$ cat config.mk
export PLATFORM = sky130hd
export DESIGN_NAME = gpio_irq_port_flat
export DESIGN_NICKNAME = d
export VERILOG_FILES = /design/src/rtl/gpio_pkg.sv /design/src/rtl/gpio_irq_port_if.sv /design/src/rtl/gpio_edge_detect.sv /design/src/rtl/gpio_irq_port.sv /design/src/flat_wrapper.sv
export SDC_FILE = /design/constraint.sdc
export NUM_CORES = 1
export LEC_CHECK = 0
export ABC_AREA = 1
export CORE_ASPECT_RATIO = 1.75
export CORE_MARGIN = 2
export CORE_UTILIZATION = 56
export CTS_CLUSTER_DIAMETER = 150
export DETAILED_ROUTE_END_ITERATION = 12
export MAX_ROUTING_LAYER = met4
export PLACE_DENSITY = 0.86
export SYNTH_ARGS = -nofsm -noshare
export SYNTH_HDL_FRONTEND = slang
export SYNTH_SLANG_ARGS = --single-unit
$ cat constraint.sdc
create_clock -name clk -period 12 [get_ports clk]
set_input_delay 3 -clock clk [delete_from_list [all_inputs] [get_ports clk]]
set_output_delay 3 -clock clk [all_outputs]
set_load 0.005 [all_outputs]
$ cat src/rtl/gpio_pkg.sv
// Shared constants for the GPIO interrupt port:
// register offsets, bus FSM encoding, reset values.
package gpio_pkg;

    localparam logic [7:0] GPIO_DATA_IN  = 8'h00;
    localparam logic [7:0] GPIO_DATA_OUT = 8'h04;
    localparam logic [7:0] GPIO_DIR      = 8'h08;
    localparam logic [7:0] GPIO_IRQ_EN   = 8'h0C;
    localparam logic [7:0] GPIO_RISE_EN  = 8'h10;
    localparam logic [7:0] GPIO_FALL_EN  = 8'h14;
    localparam logic [7:0] GPIO_PENDING  = 8'h18;

    typedef enum logic {
        IDLE = 1'b0,
        RESP = 1'b1
    } bus_state_e;

    localparam logic [31:0] GPIO_RST_VAL = 32'h0;

    function automatic logic [31:0] be_mask(input logic [3:0] be);
        return {{8{be[3]}}, {8{be[2]}}, {8{be[1]}}, {8{be[0]}}};
    endfunction

endpackage

$ cat src/rtl/gpio_irq_port_if.sv
// Request/ready data-bus link between the CPU
// (master) and a memory-mapped peripheral (slave).
interface gpio_irq_port_if #(
    parameter int ADDR_W = 8
);
    logic              req;
    logic              we;
    logic [ADDR_W-1:0] addr;
    logic [31:0]       wdata;
    logic [3:0]        be;
    logic [31:0]       rdata;
    logic              ready;
    logic              err;

    modport master (
        output req, we, addr, wdata, be,
        input  rdata, ready, err
    );

    modport slave (
        input  req, we, addr, wdata, be,
        output rdata, ready, err
    );
endinterface

$ cat src/rtl/gpio_edge_detect.sv
// Two-flop pin synchroniser plus history flop;
// qualifies rising/falling edges per pin.
module gpio_edge_detect
    import gpio_pkg::*;
#(
    parameter int N_PINS = 16
) (
    input  logic              clk,
    input  logic              reset,
    input  logic [N_PINS-1:0] pin_i,
    input  logic [N_PINS-1:0] rise_en_i,
    input  logic [N_PINS-1:0] fall_en_i,
    output logic [N_PINS-1:0] sync_o,
    output logic [N_PINS-1:0] edge_o
);

    logic [N_PINS-1:0] s1_q;
    logic [N_PINS-1:0] s2_q;
    logic [N_PINS-1:0] s3_q;

    always_ff @(posedge clk or posedge reset) begin
        if (reset) begin
            s1_q <= N_PINS'(GPIO_RST_VAL);
            s2_q <= N_PINS'(GPIO_RST_VAL);
            s3_q <= N_PINS'(GPIO_RST_VAL);
        end else begin
            s1_q <= pin_i;
            s2_q <= s1_q;
            s3_q <= s2_q;
        end
    end

    assign sync_o = s2_q;
    assign edge_o = (s2_q & ~s3_q & rise_en_i)
                  | (~s2_q & s3_q & fall_en_i);

endmodule

$ cat src/rtl/gpio_irq_port.sv
// Memory-mapped GPIO with edge-triggered sticky
// pending bits and a registered level interrupt.
module gpio_irq_port
    import gpio_pkg::*;
#(
    parameter int N_PINS = 16,
    parameter int ADDR_W = 8
) (
    input  logic              clk,
    input  logic              reset,
    gpio_irq_port_if.slave    bus,
    input  logic [N_PINS-1:0] gpio_in,
    output logic [N_PINS-1:0] gpio_out,
    output logic [N_PINS-1:0] gpio_oe,
    output logic              irq
);

    localparam logic [N_PINS-1:0] RST_N = N_PINS'(GPIO_RST_VAL);

    bus_state_e        state_q;
    logic              ready_q;
    logic              err_q;
    logic [31:0]       rdata_q;
    logic [N_PINS-1:0] dout_q;
    logic [N_PINS-1:0] dir_q;
    logic [N_PINS-1:0] irqen_q;
    logic [N_PINS-1:0] rise_q;
    logic [N_PINS-1:0] fall_q;
    logic [N_PINS-1:0] pend_q;
    logic              irq_q;

    logic [N_PINS-1:0] sync_v;
    logic [N_PINS-1:0] edge_v;

    gpio_edge_detect #(.N_PINS(N_PINS)) u_edge (
        .clk       (clk),
        .reset     (reset),
        .pin_i     (gpio_in),
        .rise_en_i (rise_q),
        .fall_en_i (fall_q),
        .sync_o    (sync_v),
        .edge_o    (edge_v)
    );

    logic [ADDR_W-1:0] off;
    logic              hit_in, hit_out, hit_dir, hit_ien;
    logic              hit_rise, hit_fall, hit_pend, mapped;
    logic              acc, wr;
    logic [31:0]       bm_full;
    logic [N_PINS-1:0] wmask;
    logic [N_PINS-1:0] wdat;
    logic [N_PINS-1:0] pend_clr;
    logic [31:0]       rd_val;

    assign off      = {bus.addr[ADDR_W-1:2], 2'b00};
    assign hit_in   = off == ADDR_W'(GPIO_DATA_IN);
    assign hit_out  = off == ADDR_W'(GPIO_DATA_OUT);
    assign hit_dir  = off == ADDR_W'(GPIO_DIR);
    assign hit_ien  = off == ADDR_W'(GPIO_IRQ_EN);
    assign hit_rise = off == ADDR_W'(GPIO_RISE_EN);
    assign hit_fall = off == ADDR_W'(GPIO_FALL_EN);
    assign hit_pend = off == ADDR_W'(GPIO_PENDING);
    assign mapped   = hit_in | hit_out | hit_dir | hit_ien
                    | hit_rise | hit_fall | hit_pend;

    assign acc     = (state_q == IDLE) && bus.req;
    assign wr      = acc && bus.we;
    assign bm_full = be_mask(bus.be);
    assign wmask   = bm_full[N_PINS-1:0];
    assign wdat    = bus.wdata[N_PINS-1:0];

    // Only bytes with their enable set may clear pending bits.
    assign pend_clr = (wr && hit_pend) ? (wdat & wmask) : RST_N;

    logic unused_bits;
    assign unused_bits = ^{bus.addr[1:0], bus.wdata, bm_full};

    function automatic logic [N_PINS-1:0] merge(
        input logic [N_PINS-1:0] old
    );
        return (old & ~wmask) | (wdat & wmask);
    endfunction

    always_comb begin
        rd_val = GPIO_RST_VAL;
        unique case (1'b1)
            hit_in:   rd_val = 32'(sync_v);
            hit_out:  rd_val = 32'(dout_q);
            hit_dir:  rd_val = 32'(dir_q);
            hit_ien:  rd_val = 32'(irqen_q);
            hit_rise: rd_val = 32'(rise_q);
            hit_fall: rd_val = 32'(fall_q);
            hit_pend: rd_val = 32'(pend_q);
            default:  rd_val = GPIO_RST_VAL;
        endcase
    end

    always_ff @(posedge clk or posedge reset) begin
        if (reset) begin
            state_q <= IDLE;
            ready_q <= 1'b0;
            err_q   <= 1'b0;
            rdata_q <= GPIO_RST_VAL;
            dout_q  <= RST_N;
            dir_q   <= RST_N;
            irqen_q <= RST_N;
            rise_q  <= RST_N;
            fall_q  <= RST_N;
            pend_q  <= RST_N;
            irq_q   <= 1'b0;
        end else begin
            // A new edge overrides a same-cycle clear.
            pend_q <= (pend_q & ~pend_clr) | edge_v;
            irq_q  <= |(pend_q & irqen_q);
            unique case (state_q)
                IDLE: begin
                    if (bus.req) begin
                        state_q <= RESP;
                        ready_q <= 1'b1;
                        err_q   <= !mapped;
                        rdata_q <= rd_val;
                    end
                    if (wr && hit_out)  dout_q  <= merge(dout_q);
                    if (wr && hit_dir)  dir_q   <= merge(dir_q);
                    if (wr && hit_ien)  irqen_q <= merge(irqen_q);
                    if (wr && hit_rise) rise_q  <= merge(rise_q);
                    if (wr && hit_fall) fall_q  <= merge(fall_q);
                end
                RESP: begin
                    state_q <= IDLE;
                    ready_q <= 1'b0;
                    err_q   <= 1'b0;
                    rdata_q <= GPIO_RST_VAL;
                end
                default: state_q <= IDLE;
            endcase
        end
    end

    assign bus.ready = ready_q;
    assign bus.err   = err_q;
    assign bus.rdata = rdata_q;
    assign gpio_out  = dout_q;
    assign gpio_oe   = dir_q;
    assign irq       = irq_q;

endmodule

$ cat src/flat_wrapper.sv
// flat-port wrapper written by rule: the top's interface ports become plain ports
module gpio_irq_port_flat import gpio_pkg::*;
#(
    parameter int N_PINS = 16,
    parameter int ADDR_W = 8
)
  (clk, reset, gpio_in, gpio_out, gpio_oe, irq, bus_req, bus_we, bus_addr, bus_wdata, bus_be, bus_rdata, bus_ready, bus_err);
  gpio_irq_port_if #(.ADDR_W(ADDR_W)) bus_i ();
  input  logic clk;
  input  logic reset;
  input  logic [N_PINS-1:0] gpio_in;
  output logic [N_PINS-1:0] gpio_out;
  output logic [N_PINS-1:0] gpio_oe;
  output logic irq;
  input wire logic [$bits(bus_i.req)-1:0] bus_req;
  input wire logic [$bits(bus_i.we)-1:0] bus_we;
  input wire logic [$bits(bus_i.addr)-1:0] bus_addr;
  input wire logic [$bits(bus_i.wdata)-1:0] bus_wdata;
  input wire logic [$bits(bus_i.be)-1:0] bus_be;
  output wire logic [$bits(bus_i.rdata)-1:0] bus_rdata;
  output wire logic [$bits(bus_i.ready)-1:0] bus_ready;
  output wire logic [$bits(bus_i.err)-1:0] bus_err;
  assign bus_i.req = bus_req;
  assign bus_i.we = bus_we;
  assign bus_i.addr = bus_addr;
  assign bus_i.wdata = bus_wdata;
  assign bus_i.be = bus_be;
  assign bus_rdata = bus_i.rdata;
  assign bus_ready = bus_i.ready;
  assign bus_err = bus_i.err;
  gpio_irq_port #(.N_PINS(N_PINS), .ADDR_W(ADDR_W)) u_core (.clk(clk), .reset(reset), .bus(bus_i), .gpio_in(gpio_in), .gpio_out(gpio_out), .gpio_oe(gpio_oe), .irq(irq));
endmodule
==> impl_metrics.toml, run 1 <==
[yosys]
async_reset_ff_share_pct = 100
synthAdderAreaFrac_pct = 0
synth-main-ff-cell = "dfrtp_1"
synth-compound-area-share_pct = 8.82
synth-xor-area-share_pct = 0
synth_area_leader_cell = "dfrtp_1"
avgSynthCellArea_um2 = 8.59
ys_top_cells_by_count = "nand2_1, dfrtp_1, nor2_1"
synth_top_area_share_pct = 57.6
synth_cells = 829
ys_top_cells_by_area = "dfrtp_1, nand2_1, nand4_1, o21ai_0, nand3_1"
synth_top_family_by_area = "simple AND/OR/NAND/NOR gates"
yosysMostFrequentCell = "nand2_1"
ys.warnings.count = 0
ys_types = 24
synth_mux_area_share_pct = 0
synth_edf_count = 0
netlist_area_um2 = 7120
ys_ff_latch = 164
yosys.area_share.simple_pct = 26.4
ys_seq_area_share_pct = 57.6

[final_layout]
n_antenna_cell = 0
multi_input_area_um2 = 2590
nets = 974
regArea_um2 = 4100
nFillCells = 958
area_growth_pct = 21.9
drive_gt1_share_pct = 5.53

[timing]
drv_slew = 0
setup-tns-final_ns = 0
fin_crit_ns = 5.37
fmax_mhz = 186
fin_ws_ns = 6.63
rsz0062_at_grt = "false"
hold_viol = 0
post-route-period-util_pct = 44.8
skew_ns = 0.00626
tightest_slew_ns = 1.16
setup_viol = 0
relSlewSlack_pct = 22.3

[die]
core_area_um2 = 12400
die_y_um = 153
die_x_um = 89.3
num_rows = 54
die_area_um2 = 13700
num_io_pins = 131
start_util_pct = 57.3

[worst_setup_path]
critPathKind = "in -> reg"
startpoint = "bus_addr[2]"
worst-r2r-cell-count = 5
crit_arrival_ns = 5.69
crit_required_ns = 12.31
startpoint_type = "input port"
timing.rr.start = "u_core.state_q"
rrSetupSlack_ns = 10.11
endpoint_kind = "flop"
path_max_fanout = 33

[clock_network]
clk_pin_slew_ns = 0.06
cts_setup_buffers = 0
clockBufferDepth = 2
post_cts_resized = 0
clock-root-buffer = "clkbuf_16"
cts_max_level = 4
clkLatencyLatePin_ns = 0.42
hold_buffers = 0
numCtsBuffers = 17
clock_sinks = 164
tritoncts = "built"

[run_status]
outcome = "finished, final reports clean"

[place]
io_buffers = 94
dp_hpwl_um = 12200
pre_cts_ws_ns = 6.37
gp_congestion = 0.927

[detailed_routing]
final_antenna_net_count = 0
drtPass1Iterations = 5
vias = 6346
first_iter_violations = 775
drt-total-wl_um = 19400
vias_per_cell = 5.82
post_drt_wl_per_cell_um = 17.8
drc_errors = 0

[pwr]
total_leakage_power_nw = 4.05
ir_worst_vdd_v = 0.000103
power_density_nw_per_um2 = 139

[global_route]
antenna_found_initial = 0
overflow = 0
gr-usage-all-layers_pct = 31.0
grt_max_degree = 94
grt_pass1_vias = 6408
grt_pass1_wl_um = 31400

[worst_hold_path]
hold_start = "u_core.u_edge.s1_q[1]"
min_path_cells = 0
hp-class = "reg -> reg"

[flow_run]
max-cap-violations = 0
## cell usage in the layout, fill, tap and decap left out, types with 2 or more instances in the layout
| cell | count |
|---|---|
| nand2_1 | 246 |
| dfrtp_1 | 164 |
| clkdlybuf4s50_1 | 94 |
| nor2_1 | 67 |
| o21ai_0 | 60 |
| inv_1 | 56 |
| nand3_1 | 52 |
| nand4_1 | 51 |
| o21ai_1 | 38 |
| clkbuf_16 | 17 |
| conb_1 | 16 |
| a31oi_1 | 14 |
| buf_4 | 5 |
| nor2_4 | 4 |
| inv_2 | 4 |
| nand3_2 | 4 |
| clkbuf_1 | 4 |
| nor2_2 | 3 |
| a21oi_1 | 3 |
| nor3_2 | 2 |
| nand3b_1 | 2 |
| a221oi_1 | 2 |
| a22o_1 | 2 |
| clkinv_4 | 2 |
| bufinv_16 | 2 |
| clkinv_2 | 2 |
| clkinvlp_4 | 2 |
| clkbuf_8 | 2 |
## layout make-up
| cell class | instances | share of cell area [%] |
|---|---|---|
| multi-input combinational | 567 | 29.8 |
| inverter | 61 | 2.69 |
| sequential | 164 | 47.3 |
| timing repair buffer | 99 | 11.3 |
| clock buffer | 23 | 5.39 |
| tap | 168 | 2.42 |
| clock inverter | 8 | 1.18 |
## worst max-delay path: stages
cell and delay, ns:
clkdlybuf4s50_1 0.57, nor2_4 0.86, nand4_1 0.29, nor2_1 0.21, nand2_1 0.38, o21ai_0 0.37
## power breakdown
group	internal, mW	total [mW]	switching (mW)
Combinational	0.0340	0.0884	0.0544
Clock	0.316	0.528	0.212
Sequential	0.575	0.592	0.0171
Total	0.925	1.21	0.283
## through the flow
step	power (mW)	hold slack [ns]	util, %	instance area, um2	std cells
finish	1.21	0.346	69.9	8680	1090
global route	1.25	0.354	69.9	8680	1090
CTS	1.21	0.348	69.9	8680	1090
detailed placement	0.688	0.335	65.3	8110	1059
global placement	0.685	0.331	65.3	8110	1059
floorplan	0.644	0.331	-	7180	844
## worst paths after layout
path,to
min reg2reg,u_core.u_edge.sync_o[1]
max in group asynchronous,asynchronous set/reset pin
max reg2reg,flop
min in group asynchronous,u_core.u_edge.s1_q[15]
max,flop
min,u_core.u_edge.sync_o[1]
## kinds of logic (layout without fill, tap and decap cells)
group / count (synthesis) / count (layout)
AOI/OAI and AO/OA: 119 / 119
buffers and inverters: 113 / 191
DFF: 164 / 164
other: 1 / 16
and+or+nand+nor: 432 / 432
## routing by layer
| layer | vias up | GRT usage, % | part of all wire, % |
|---|---|---|---|
| met3 | 104 | 7.29 | 8.6 |
| met2 | 380 | 48.0 | 50 |
| met5 | - | - | 0 |
| li1 | 2856 | - | - |
| met4 | 0 | 20.5 | 6.7 |
| met1 | 3006 | 34.7 | 35 |
Power figures use the tool's default switching activity.
==> run 2, diff against run 1 <==
--- a/config.mk
+++ b/config.mk
@@ -8,11 +8,11 @@
 export ABC_AREA = 1
 export CORE_ASPECT_RATIO = 1.75
 export CORE_MARGIN = 2
-export CORE_UTILIZATION = 56
+export CORE_UTILIZATION = 47
 export CTS_CLUSTER_DIAMETER = 150
 export DETAILED_ROUTE_END_ITERATION = 12
 export MAX_ROUTING_LAYER = met4
-export PLACE_DENSITY = 0.86
+export PLACE_DENSITY = 0.77
 export SYNTH_ARGS = -nofsm -noshare
 export SYNTH_HDL_FRONTEND = slang
 export SYNTH_SLANG_ARGS = --single-unit
==> constraint.sdc (replaced) <==
create_clock -name clk -period 4.4 [get_ports clk]
set_input_delay 1.1 -clock clk [delete_from_list [all_inputs] [get_ports clk]]
set_output_delay 1.1 -clock clk [all_outputs]
set_load 0.005 [all_outputs]
==> run 2 against run 1 <==
Sequential power rose to 2.7 times the previous value. Critical path depth did not move. Worst hold slack improved by 0.0011 ns. Highest routed layer unchanged. Largest cell class unchanged.
==> impl_metrics.toml, run 2 (synthesis gave the netlist of run 1 again) <==
[run_status]
outcome = "finished, final reports clean"

[die]
num_io_pins = 131
num_rows = 59
die_x_um = 97.1
start_util_pct = 48.0
core_area_um2 = 14800
die_area_um2 = 16200
die_y_um = 167

[clock_network]
clock_sinks = 164
clock-root-buffer = "clkbuf_16"
clk_pin_slew_ns = 0.06
clkLatencyLatePin_ns = 0.42
numCtsBuffers = 17
clockBufferDepth = 2
post_cts_resized = 0
hold_buffers = 0
tritoncts = "built"
cts_max_level = 4
cts_setup_buffers = 0

[timing]
post-route-period-util_pct = 71.2
tightest_slew_ns = 1.08
setup-tns-final_ns = 0
hold_viol = 0
drv_slew = 0
rsz0062_at_grt = "false"
fmax_mhz = 319
relSlewSlack_pct = 27.7
skew_ns = 0.00897
setup_viol = 0
fin_crit_ns = 3.13

[detailed_routing]
vias = 6193
drt-total-wl_um = 19100
final_antenna_net_count = 0
drtPass1Iterations = 7
vias_per_cell = 5.57
post_drt_wl_per_cell_um = 17.2
first_iter_violations = 538
drc_errors = 0

[worst_hold_path]
min_path_cells = 0
holdPathEnd = "u_core.u_edge.sync_o[15]"
hold_start = "u_core.u_edge.s1_q[15]"
hp-class = "reg -> reg"

[global_route]
gr-usage-all-layers_pct = 25.1
use_met3_pct = 5.33
grt_pass1_wl_um = 31300
grt_use_met1_pct = 27.8
top_usage_layer = "met2"
grtUsageMet2_pct = 40.4
grt_max_degree = 100
overflow = 0
grt_pass1_vias = 6195
antenna_found_initial = 0

[final_layout]
nets = 981
layout_commonest_cell = "nand2_1"
n_antenna_cell = 0
mostFrequentLayoutCells = "nand2_1, dfrtp_1, clkdlybuf4s50_1"
drive_gt1_share_pct = 6.36
finish.utilization_pct = 58.7
area_growth_pct = 22.3

[place]
dp_hpwl_um = 12500
gp_congestion = 0.893
io_buffers = 94

[pwr]
ir_worst_vdd_v = 0.000279
power_density_nw_per_um2 = 365
total_leakage_power_nw = 4.07

[flow_run]
max-cap-violations = 0

[worst_setup_path]
endpoint_kind = "flop"
startpoint_type = "input port"
crit_required_ns = 4.71
crit_arrival_ns = 3.45
worst-r2r-cell-count = 5
critPathKind = "in -> reg"
timing.rr.start = "u_core.state_q"
path_max_fanout = 22
startpoint = "bus_addr[7]"
rrSetupSlack_ns = 2.36
run 2: area by class of cell:
cell class | count | area (um2)
clock buffer | 21 | 460
clock inverter | 9 | 58.8
fill | 1300 | 6120
inverter | 61 | 233
multi-input combinational | 567 | 2590
sequential | 164 | 4100
tap | 183 | 229
timing repair buffer | 106 | 1040
run 2: metal layers:
metal,share of wire (%),vias up
met4,6.7,0
li1,-,2885
met5,0,-
met3,6.8,93
met2,49,301
met1,37,2914
run 2: how the worst max path moves through the flow:
stage                                      end  depth (start not counted)  slack, ns
detailed placement                        flop                          6       0.91
CTS                                       flop                          6       1.34
global placement                          flop                          6       0.94
global route                              flop                          6       1.08
floorplan           asynchronous set/reset pin                          1       1.22
finish                                    flop                          6       1.27
run 2: stage by stage:
step / setup WS (ns) / hold WS [ns] / cells / power, mW / cell area [um2]
floorplan: 1.22 / 0.331 / 844 / 1.76 / 7180
finish: 1.27 / 0.348 / 1111 / 3.18 / 8720
detailed placement: 0.908 / 0.335 / 1081 / 1.88 / 8200
CTS: 1.34 / 0.349 / 1111 / 3.19 / 8720
global placement: 0.936 / 0.333 / 1081 / 1.88 / 8200
global route: 1.08 / 0.354 / 1111 / 3.30 / 8720
run 2: where the power goes:
part / internal, mW / switching (mW)
Clock: 0.742 / 0.581
Combinational: 0.0969 / 0.145
Sequential: 1.57 / 0.0447
Total: 2.41 / 0.771
run 2: critical path, cell delays in order:
cell and delay, ns:
clkdlybuf4s50_1 0.46, nor2_4 0.46, nand2_1 0.20, nor3_2 0.20, nand3_1 0.61, o21ai_0 0.42
==> run 3, diff against run 2 <==
--- a/config.mk
+++ b/config.mk
@@ -8,11 +8,11 @@
 export ABC_AREA = 1
 export CORE_ASPECT_RATIO = 1.75
 export CORE_MARGIN = 2
-export CORE_UTILIZATION = 47
+export CORE_UTILIZATION = 52
 export CTS_CLUSTER_DIAMETER = 150
 export DETAILED_ROUTE_END_ITERATION = 12
 export MAX_ROUTING_LAYER = met4
-export PLACE_DENSITY = 0.77
+export PLACE_DENSITY = 0.8
 export SYNTH_ARGS = -nofsm -noshare
 export SYNTH_HDL_FRONTEND = slang
 export SYNTH_SLANG_ARGS = --single-unit
==> constraint.sdc (replaced) <==
create_clock -name clk -period 2.9 [get_ports clk]
set_input_delay 0.725 -clock clk [delete_from_list [all_inputs] [get_ports clk]]
set_output_delay 0.725 -clock clk [all_outputs]
set_load 0.005 [all_outputs]
==> run 3 against run 2 <==
Combinational power increased by 60%. Worst hold slack about the same. Critical path type unchanged. Clock power increased by 72%. Clock skew barely moved. Routed wire length is 1.8% higher. Via count grew 2.3%. Register-to-register slack worse by 1.3 ns. Critical path depth rose by 1. Sequential power increased by 52%. Die area decreased by 9.3%. First-iteration DRC count grew 5.6%.
==> impl_metrics.toml, run 3 (synthesis gave the netlist of run 1 again) <==
[run_status]
outcome = "finished, final reports clean"

[pwr]
total_leakage_power_nw = 4.15
power_density_nw_per_um2 = 574
ir_worst_vdd_v = 0.000382

[worst_setup_path]
rrSetupSlack_ns = 1.08
startpoint_type = "input port"
cpPeakStageDelay_ns = 0.83
crit_buf_inv = 1
path_common_cell = "nand2_1"
critPathKind = "in -> reg"
timing.rr.start = "u_core.state_q"
path_max_fanout = 16
crit_arrival_ns = 2.85
path_cells = "clkdlybuf4s50_1 -> nand2_1 -> nor2_2 -> a21oi_1 -> nor2_1 -> nand2_1 -> nand2_1"
path_delay_family = "simple AND/OR/NAND/NOR gates"
worst-r2r-cell-count = 5
critPathSlowestCell = "nor2_1"
endpoint_kind = "flop"
crit_required_ns = 3.26

[timing]
skew_ns = 0.00934
holdWs_ns = 0.347
setup-tns-final_ns = 0
post-route-period-util_pct = 85.5
hold_viol = 0
rsz0062_at_grt = "false"
fmax_mhz = 403
fin_ws_ns = 0.419
tightest_slew_ns = 1.10
fin_crit_ns = 2.48
relSlewSlack_pct = 26.5
setup_viol = 0
drv_slew = 0

[die]
core_area_um2 = 13400
die_x_um = 92.5
num_io_pins = 131
die_area_um2 = 14700
num_rows = 56
die_y_um = 159
start_util_pct = 53.2

[clock_network]
cts_setup_buffers = 0
clockBufferDepth = 2
hold_buffers = 0
numCtsBuffers = 17
post_cts_resized = 0
clock_sinks = 164
tritoncts = "built"
clkLatencyLatePin_ns = 0.43
cts_max_level = 4
clock-root-buffer = "clkbuf_16"
clk_pin_slew_ns = 0.06

[final_layout]
drive_gt1_share_pct = 7.35
n_antenna_cell = 0
layout_commonest_cell = "nand2_1"
area_growth_pct = 24.9
nets = 990
mostFrequentLayoutCells = "nand2_1, dfrtp_1, clkdlybuf4s50_1"

[detailed_routing]
final_antenna_net_count = 0
highest_layer = "met4"
met3WireLength_um = 1290
route.met2.wl_um = 10200
post_drt_wl_per_cell_um = 17.5
drtPass1Iterations = 8
drt-total-wl_um = 19500
drc_errors = 0
vias = 6333
first_iter_violations = 568
vias_per_cell = 5.69
drt-met1-wl_um = 6910

[global_route]
antenna_found_initial = 0
overflow = 0
gr-usage-all-layers_pct = 28.3
grt_pass1_wl_um = 31600
grt_max_degree = 49
grt_pass1_vias = 6319

[worst_hold_path]
holdPathEnd = "u_core.u_edge.sync_o[0]"
hold_start = "u_core.u_edge.s1_q[0]"
hp-class = "reg -> reg"
min_path_cells = 0

[place]
io_buffers = 94
pre_cts_ws_ns = 0.107
gp_congestion = 0.909
dp_hpwl_um = 13000

[flow_run]
max-cap-violations = 0
## run 3: cell types whose count changed in the layout (fill, tap and decap cells not counted), sizes merged
cell      previous run  this run
clkinvlp             2         3
bufinv               0         2
inv                 60        63
buf                 12        21
clkinv               8         2
clkbuf              21        23
## run 3: worst max path at each step
stage	startpoint	depth (start not counted)	slack [ns]	end
6_report	bus_addr[4]	7	0.42	u_core.bus.rdata[8]
5_1_grt	bus_addr[4]	7	0.25	u_core.bus.rdata[8]
4_1_cts	bus_addr[4]	7	0.47	u_core.bus.rdata[1]
3_5_place_dp	bus_addr[4]	7	0.11	u_core.bus.rdata[1]
3_3_place_gp	bus_addr[4]	7	0.13	u_core.bus.rdata[1]
2_1_floorplan	reset	1	0.09	asynchronous set/reset pin
## run 3: cell type report
type,count,area [um2]
Clock buffer,23,478
Tap cell,174,218
Fill cell,1052,4480
Timing Repair Buffer,115,1160
Clock inverter,9,119
Sequential cell,164,4100
Multi-Input combinational cell,567,2590
Inverter,61,233
## run 3: where the power goes
part           switching (mW)  total (mW)  internal (mW)
Combinational           0.227       0.387          0.160
Sequential             0.0710        2.45           2.38
Clock                   0.921        2.27           1.35
Total                    1.22        5.11           3.89
## run 3: routing by layer
metal	vias to the layer above	track usage, %
met3	73	5.55
met4	0	17.0
met2	319	46.3
li1	2891	-
met1	3050	31.8
met5	-	-
## run 3: per-stage QoR
| stage | cells | area, um2 | util (%) | power, mW |
|---|---|---|---|---|
| after floorplan | 844 | 7180 | - | 2.67 |
| after global placement | 1081 | 8300 | 62.0 | 2.86 |
| after detailed placement | 1081 | 8300 | 62.0 | 2.87 |
| after CTS | 1113 | 8900 | 66.5 | 5.11 |
| after global routing | 1113 | 8900 | 66.5 | 5.26 |
| final | 1113 | 8900 | 66.5 | 5.11 |
==> patch 1: new RTL, settings of run 3 <==
`N_PINS` is set to 16 in 3 places; all go to 18.
--- a/src/rtl/gpio_edge_detect.sv
+++ b/src/rtl/gpio_edge_detect.sv
@@ -3,7 +3,7 @@
 module gpio_edge_detect
     import gpio_pkg::*;
 #(
-    parameter int N_PINS = 16
+    parameter int N_PINS = 18
 ) (
     input  logic              clk,
     input  logic              reset,
--- a/src/rtl/gpio_irq_port.sv
+++ b/src/rtl/gpio_irq_port.sv
@@ -3,7 +3,7 @@
 module gpio_irq_port
     import gpio_pkg::*;
 #(
-    parameter int N_PINS = 16,
+    parameter int N_PINS = 18,
     parameter int ADDR_W = 8
 ) (
     input  logic              clk,
--- a/src/flat_wrapper.sv
+++ b/src/flat_wrapper.sv
@@ -1,7 +1,7 @@
 // flat-port wrapper written by rule: the top's interface ports become plain ports
 module gpio_irq_port_flat import gpio_pkg::*;
 #(
-    parameter int N_PINS = 16,
+    parameter int N_PINS = 18,
     parameter int ADDR_W = 8
 )
   (clk, reset, gpio_in, gpio_out, gpio_oe, irq, bus_req, bus_we, bus_addr, bus_wdata, bus_be, bus_rdata, bus_ready, bus_err);
Interface: changed (resized gpio_in, gpio_oe and gpio_out); port bits go from 131 to 137. No check against the original RTL was run, so the function may have changed too.
==> patch 1 against run 3 <==
Synthesized area increased by 13%; final area increased by 12%; wire length increased by 9.7%; largest cell class unchanged; count of clock-buffer cells in the layout decreased by 6; sequential cell count increased by 20; setup slack improved by 0.13 ns; die area increased by 13%; total power increased by 6.9%.
==> patch 1: results (changes against run 3) <==
.. list-table::
   :header-rows: 1

   * - Metric
     - Value
   * - Outcome
     - complete, no violations (unchanged)
   * - Worst Clk Skew
     - 0.00977 ns (was 0.00934 ns)
   * - Total placed instance area
     - 9390 um2 (was 8300 um2)
   * - Sequential element share of the synthesized area
     - 0.571 (was 0.576)
   * - FILL cells
     - 1191 (was 1052)
   * - Most frequent cells after synthesis
     - nand2_1 (284), dfrtp_1 (184), nor2_1 (78), inv_1 (62), o21ai_0 (61) (was nand2_1 (246), dfrtp_1 (164), nor2_1 (69), o21ai_0 (60), inv_1 (57))
   * - Final routed wirelength across all metal layers
     - 21300 um (was 19500 um)
   * - Clock Tree Buf Depth
     - 2 (unchanged)
   * - Pre-antenna DRT Iters
     - 7 (was 8)
   * - Number of antenna violations at the first check in global routing
     - 1 (was 0)
   * - Peak VDD IR
     - 0.393 mV (was 0.382 mV)
   * - Via density per instance
     - 5.68 (was 5.69)
   * - Routed wl met3
     - 1370 um (was 1290 um)
   * - Leakage
     - 0.00464 uW (was 0.00415 uW)
   * - Deepest level of the CTS H-tree
     - 4 (unchanged)
   * - Final-stage net count
     - 1107 (was 990)
   * - Crit. Startpoint
     - bus_req (was bus_addr[4])
   * - Wire length of the first global-routing pass
     - 34700 um (was 31600 um)
   * - Number of global-route vias before repair
     - 7070 (was 6319)
   * - HP Start
     - u_core.u_edge.s1_q[9] (was u_core.u_edge.s1_q[0])
   * - Post CTS Setup Buffer Count
     - 0 (unchanged)
   * - Share of final-layout standard cells stronger than drive strength 1
     - 0.0930 (was 0.0735)
   * - FF-to-FF Start
     - u_core.state_q (unchanged)
   * - GPL Wtd Cong
     - 0.902 (was 0.909)
   * - CTS root buf
     - clkbuf_16 (unchanged)
   * - Total global-route track usage
     - 0.275 (was 0.283)
   * - Sum of routed wire segments on met1
     - 7600 um (was 6910 um)
   * - Estimated wirelength of the detail-placed design
     - 14500 um (was 13000 um)
   * - Maximum number of pins on one net before global-route repair
     - 55 (was 49)
   * - Count of distinct cell types in the synthesized netlist
     - 25 (was 24)
   * - Async set-or-reset flop fraction in the synthesized netlist
     - 1.00 (unchanged)
   * - Total length of routed met2 wires
     - 10900 um (was 10200 um)
   * - Clock buffers created by TritonCTS
     - 17 (unchanged)
   * - PortBufs
     - 105 (was 94)
   * - Remaining max-slew budget at the tightest pin
     - 0.546 (was 0.265)
   * - Largest cells by area after synthesis
     - dfrtp_1 (57%), nand2_1 (13%), nand4_1 (4.6%) (was dfrtp_1 (58%), nand2_1 (13%), nand4_1 (4.5%))
   * - Depth of the worst register-to-register path
     - 6 (was 5)
   * - Worst hold path depth
     - 0 (unchanged)
   * - Drt first-iter violations
     - 505 (was 568)
patch 1: critical path, stage by stage:
cell and delay, ns:
clkdlybuf4s50_1 0.48, inv_1 0.05, nor2_2 0.14, nand2_1 0.16, inv_1 0.40, nand3_2 0.43, nand2_1 0.17, o21ai_1 0.08
patch 1: kinds of logic (layout without fill, tap and decap cells):
family,after synthesis,count (layout),share of synthesized area
other,1,15,0.000465
flip-flops,184,184,0.571
AO/OA/AOI/OAI,128,128,0.0900
AND/OR/NAND/NOR,499,499,0.271
buffers and inverters,121,229,0.0669
patch 1: layout make-up:
cell class,instances,share of cell area
timing repair buffer,130,0.132
inverter,67,0.0256
clock inverter,15,0.0157
multi-input combinational,641,0.299
antenna,1,0.000251
clock buffer,17,0.0426
sequential,184,0.462
tap,186,0.0233
patch 1: report_power, final:
group	internal (uW)	switching, uW
combinational	179	256
clock	1220	1060
sequential	2670	76.5
patch 1: worst paths after layout:
path | endpoint | slack (ns)
worst max-delay path | flip-flop | 0.55
worst min-delay path | u_core.u_edge.sync_o[9] | 0.35
worst max register to register | flip-flop | 0.95
worst min register to register | u_core.u_edge.sync_o[9] | 0.35
max in group asynchronous | u_core.bus.rdata[16] | 1.52
min in group asynchronous | asynchronous set/reset pin | 0.74
patch 1: per-layer routing:
metal / up-vias / global-route usage
li1: 3270 / -
met1: 3331 / 0.313
met2: 376 / 0.445
met3: 78 / 0.0396
met4: 0 / 0.193
met5: - / -
patch 1: metrics by stage:
step / setup slack (ns) / utilization / cells / power, uW / TNS, ns
global route: 0.334 / 0.655 / 1241 / 5650 / 0
finish: 0.551 / 0.655 / 1241 / 5460 / 0
global placement: 0.187 / 0.616 / 1208 / 3210 / 0
detailed placement: 0.134 / 0.616 / 1208 / 3220 / 0
CTS: 0.576 / 0.654 / 1240 / 5490 / 0
floorplan: -0.190 / - / 946 / 2990 / -34.87
==> patch 2: new RTL, settings of run 3 <==
Made on the original files. The output `irq` loses its register stage (`irq_q` becomes a continuous assignment).
--- a/src/rtl/gpio_irq_port.sv
+++ b/src/rtl/gpio_irq_port.sv
@@ -107,11 +107,9 @@
             rise_q  <= RST_N;
             fall_q  <= RST_N;
             pend_q  <= RST_N;
-            irq_q   <= 1'b0;
         end else begin
             // A new edge overrides a same-cycle clear.
             pend_q <= (pend_q & ~pend_clr) | edge_v;
-            irq_q  <= |(pend_q & irqen_q);
             unique case (state_q)
                 IDLE: begin
                     if (bus.req) begin
@@ -137,6 +135,8 @@
         end
     end
 
+    assign irq_q = |(pend_q & irqen_q);
+
     assign bus.ready = ready_q;
     assign bus.err   = err_q;
     assign bus.rdata = rdata_q;
Formal check against the unedited RTL: not equivalent (a bounded check fails within 4 cycles, from zero or initial values and one cycle with reset high).
==> patch 2 against run 3 <==
Cell count fell by 0.63%; sequential share of layout area barely moved; final area fell by 0.58%; hold slack improved by 0.00074 ns; count of clock-buffer cells in the layout fell by 4; setup slack got worse by 0.23 ns; synthesized area fell by 0.35%; wire length barely moved; sequential cell count fell by 1; total power barely moved; largest power group unchanged.
==> patch 2: results (changes against run 3) <==
.. list-table::
   :header-rows: 1

   * - Metric
     - Value
   * - Via count of the routed design
     - 6248 (was 6333)
   * - Estimated wirelength of the detail-placed design
     - 12500 um (was 13000 um)
   * - GPL Wtd Cong
     - 0.926 (was 0.909)
   * - FF-to-FF setup slack
     - 1.16 ns (was 1.08 ns)
   * - Share of final-layout standard cells stronger than drive strength 1
     - 0.0687 (was 0.0735)
   * - Largest cells by area after synthesis
     - dfrtp_1 (57%), nand2_1 (13%), nand4_1 (4.5%) (was dfrtp_1 (58%), nand2_1 (13%), nand4_1 (4.5%))
   * - Total placed instance area
     - 8260 um2 (was 8300 um2)
   * - Outcome
     - complete, no violations (unchanged)
   * - Crit. Startpoint
     - u_core.pend_q[9] (was bus_addr[4])
   * - Leakage
     - 0.00413 uW (was 0.00415 uW)
   * - Gate Count Post-Synth
     - 828 (was 829)
   * - Peak VDD IR
     - 0.350 mV (was 0.382 mV)
   * - Mean routed wirelength per cell
     - 17.6 um (was 17.5 um)
   * - FILL cells
     - 1090 (was 1052)
   * - Drt first-iter violations
     - 473 (was 568)
   * - Worst slack, placed
     - 0.00580 ns (was 0.107 ns)
   * - Pre-antenna DRT Iters
     - 5 (was 8)
   * - Most frequent cells after synthesis
     - nand2_1 (246), dfrtp_1 (163), nor2_1 (69), o21ai_0 (60), inv_1 (57) (was nand2_1 (246), dfrtp_1 (164), nor2_1 (69), o21ai_0 (60), inv_1 (57))
   * - Slew at the pin with the worst max-slew slack
     - 1.13 ns (was 1.10 ns)
   * - HP Start
     - u_core.u_edge.s1_q[3] (was u_core.u_edge.s1_q[0])
   * - Total global-route track usage
     - 0.287 (was 0.283)
   * - Maximum number of pins on one net before global-route repair
     - 92 (was 49)
   * - Endpoint of the worst hold-timing path
     - u_core.u_edge.sync_o[3] (was u_core.u_edge.sync_o[0])
   * - Critical-path maximum fanout
     - 3 (was 16)
   * - Sequential element share of the synthesized area
     - 0.575 (was 0.576)
   * - Final routed wirelength across all metal layers
     - 19400 um (was 19500 um)
   * - Arrival time reported for the critical path endpoint
     - 1.98 ns (was 2.85 ns)
patch 2: layer usage:
metal / part of all wire / track usage / up-vias / wire [um]
li1: - / - / 2886 / -
met1: 0.37 / 0.321 / 3011 / 7110
met2: 0.53 / 0.492 / 274 / 10200
met3: 0.058 / 0.0469 / 77 / 1140
met4: 0.051 / 0.153 / 0 / 985
met5: 0 / - / - / 0
patch 2: area by class of cell:
| type | count | area share |
|---|---|---|
| timing repair buffer | 112 | 0.129 |
| tap | 174 | 0.0246 |
| clock buffer | 19 | 0.0489 |
| clock inverter | 10 | 0.0181 |
| multi-input combinational | 567 | 0.292 |
| inverter | 61 | 0.0263 |
| sequential | 163 | 0.461 |
patch 2: kinds of logic (layout without fill, tap and decap cells):
| family | after synthesis | count (layout) | share of synthesized area |
|---|---|---|---|
| DFF | 163 | 163 | 0.575 |
| other | 1 | 16 | 0.000528 |
| and+or+nand+nor | 432 | 432 | 0.265 |
| AOI/OAI and AO/OA | 119 | 119 | 0.0885 |
| buffers and inverters | 113 | 202 | 0.0710 |
patch 2: report_power, final:
group / switching (uW) / internal (uW)
combinational: 224 / 156
sequential: 67.8 / 2360
clock: 875 / 1420
total: 1170 / 3940
patch 2: worst max-delay path: stages (launching register included):
cell	delay, ns
dfrtp_1	0.40
nand2_1	0.08
nand2_1	0.05
a221oi_1	0.34
nand4_1	0.20
clkdlybuf4s50_1	0.48
patch 2: stage by stage:
stage	util	hold WS (ns)
4_1_cts	0.661	0.351
6_report	0.661	0.348
2_1_floorplan	-	0.331
5_1_grt	0.661	0.352
3_3_place_gp	0.617	0.332
3_5_place_dp	0.617	0.337
patch 2: worst max-delay path by stage:
stage	end	slack, ns	cells past startpoint
global route	u_core.bus.rdata[12]	0.17	8
global placement	u_core.bus.rdata[2]	0.04	7
detailed placement	u_core.bus.rdata[8]	0.006	7
CTS	irq	0.19	5
floorplan	asynchronous set/reset pin	0.10	1
finish	irq	0.19	5
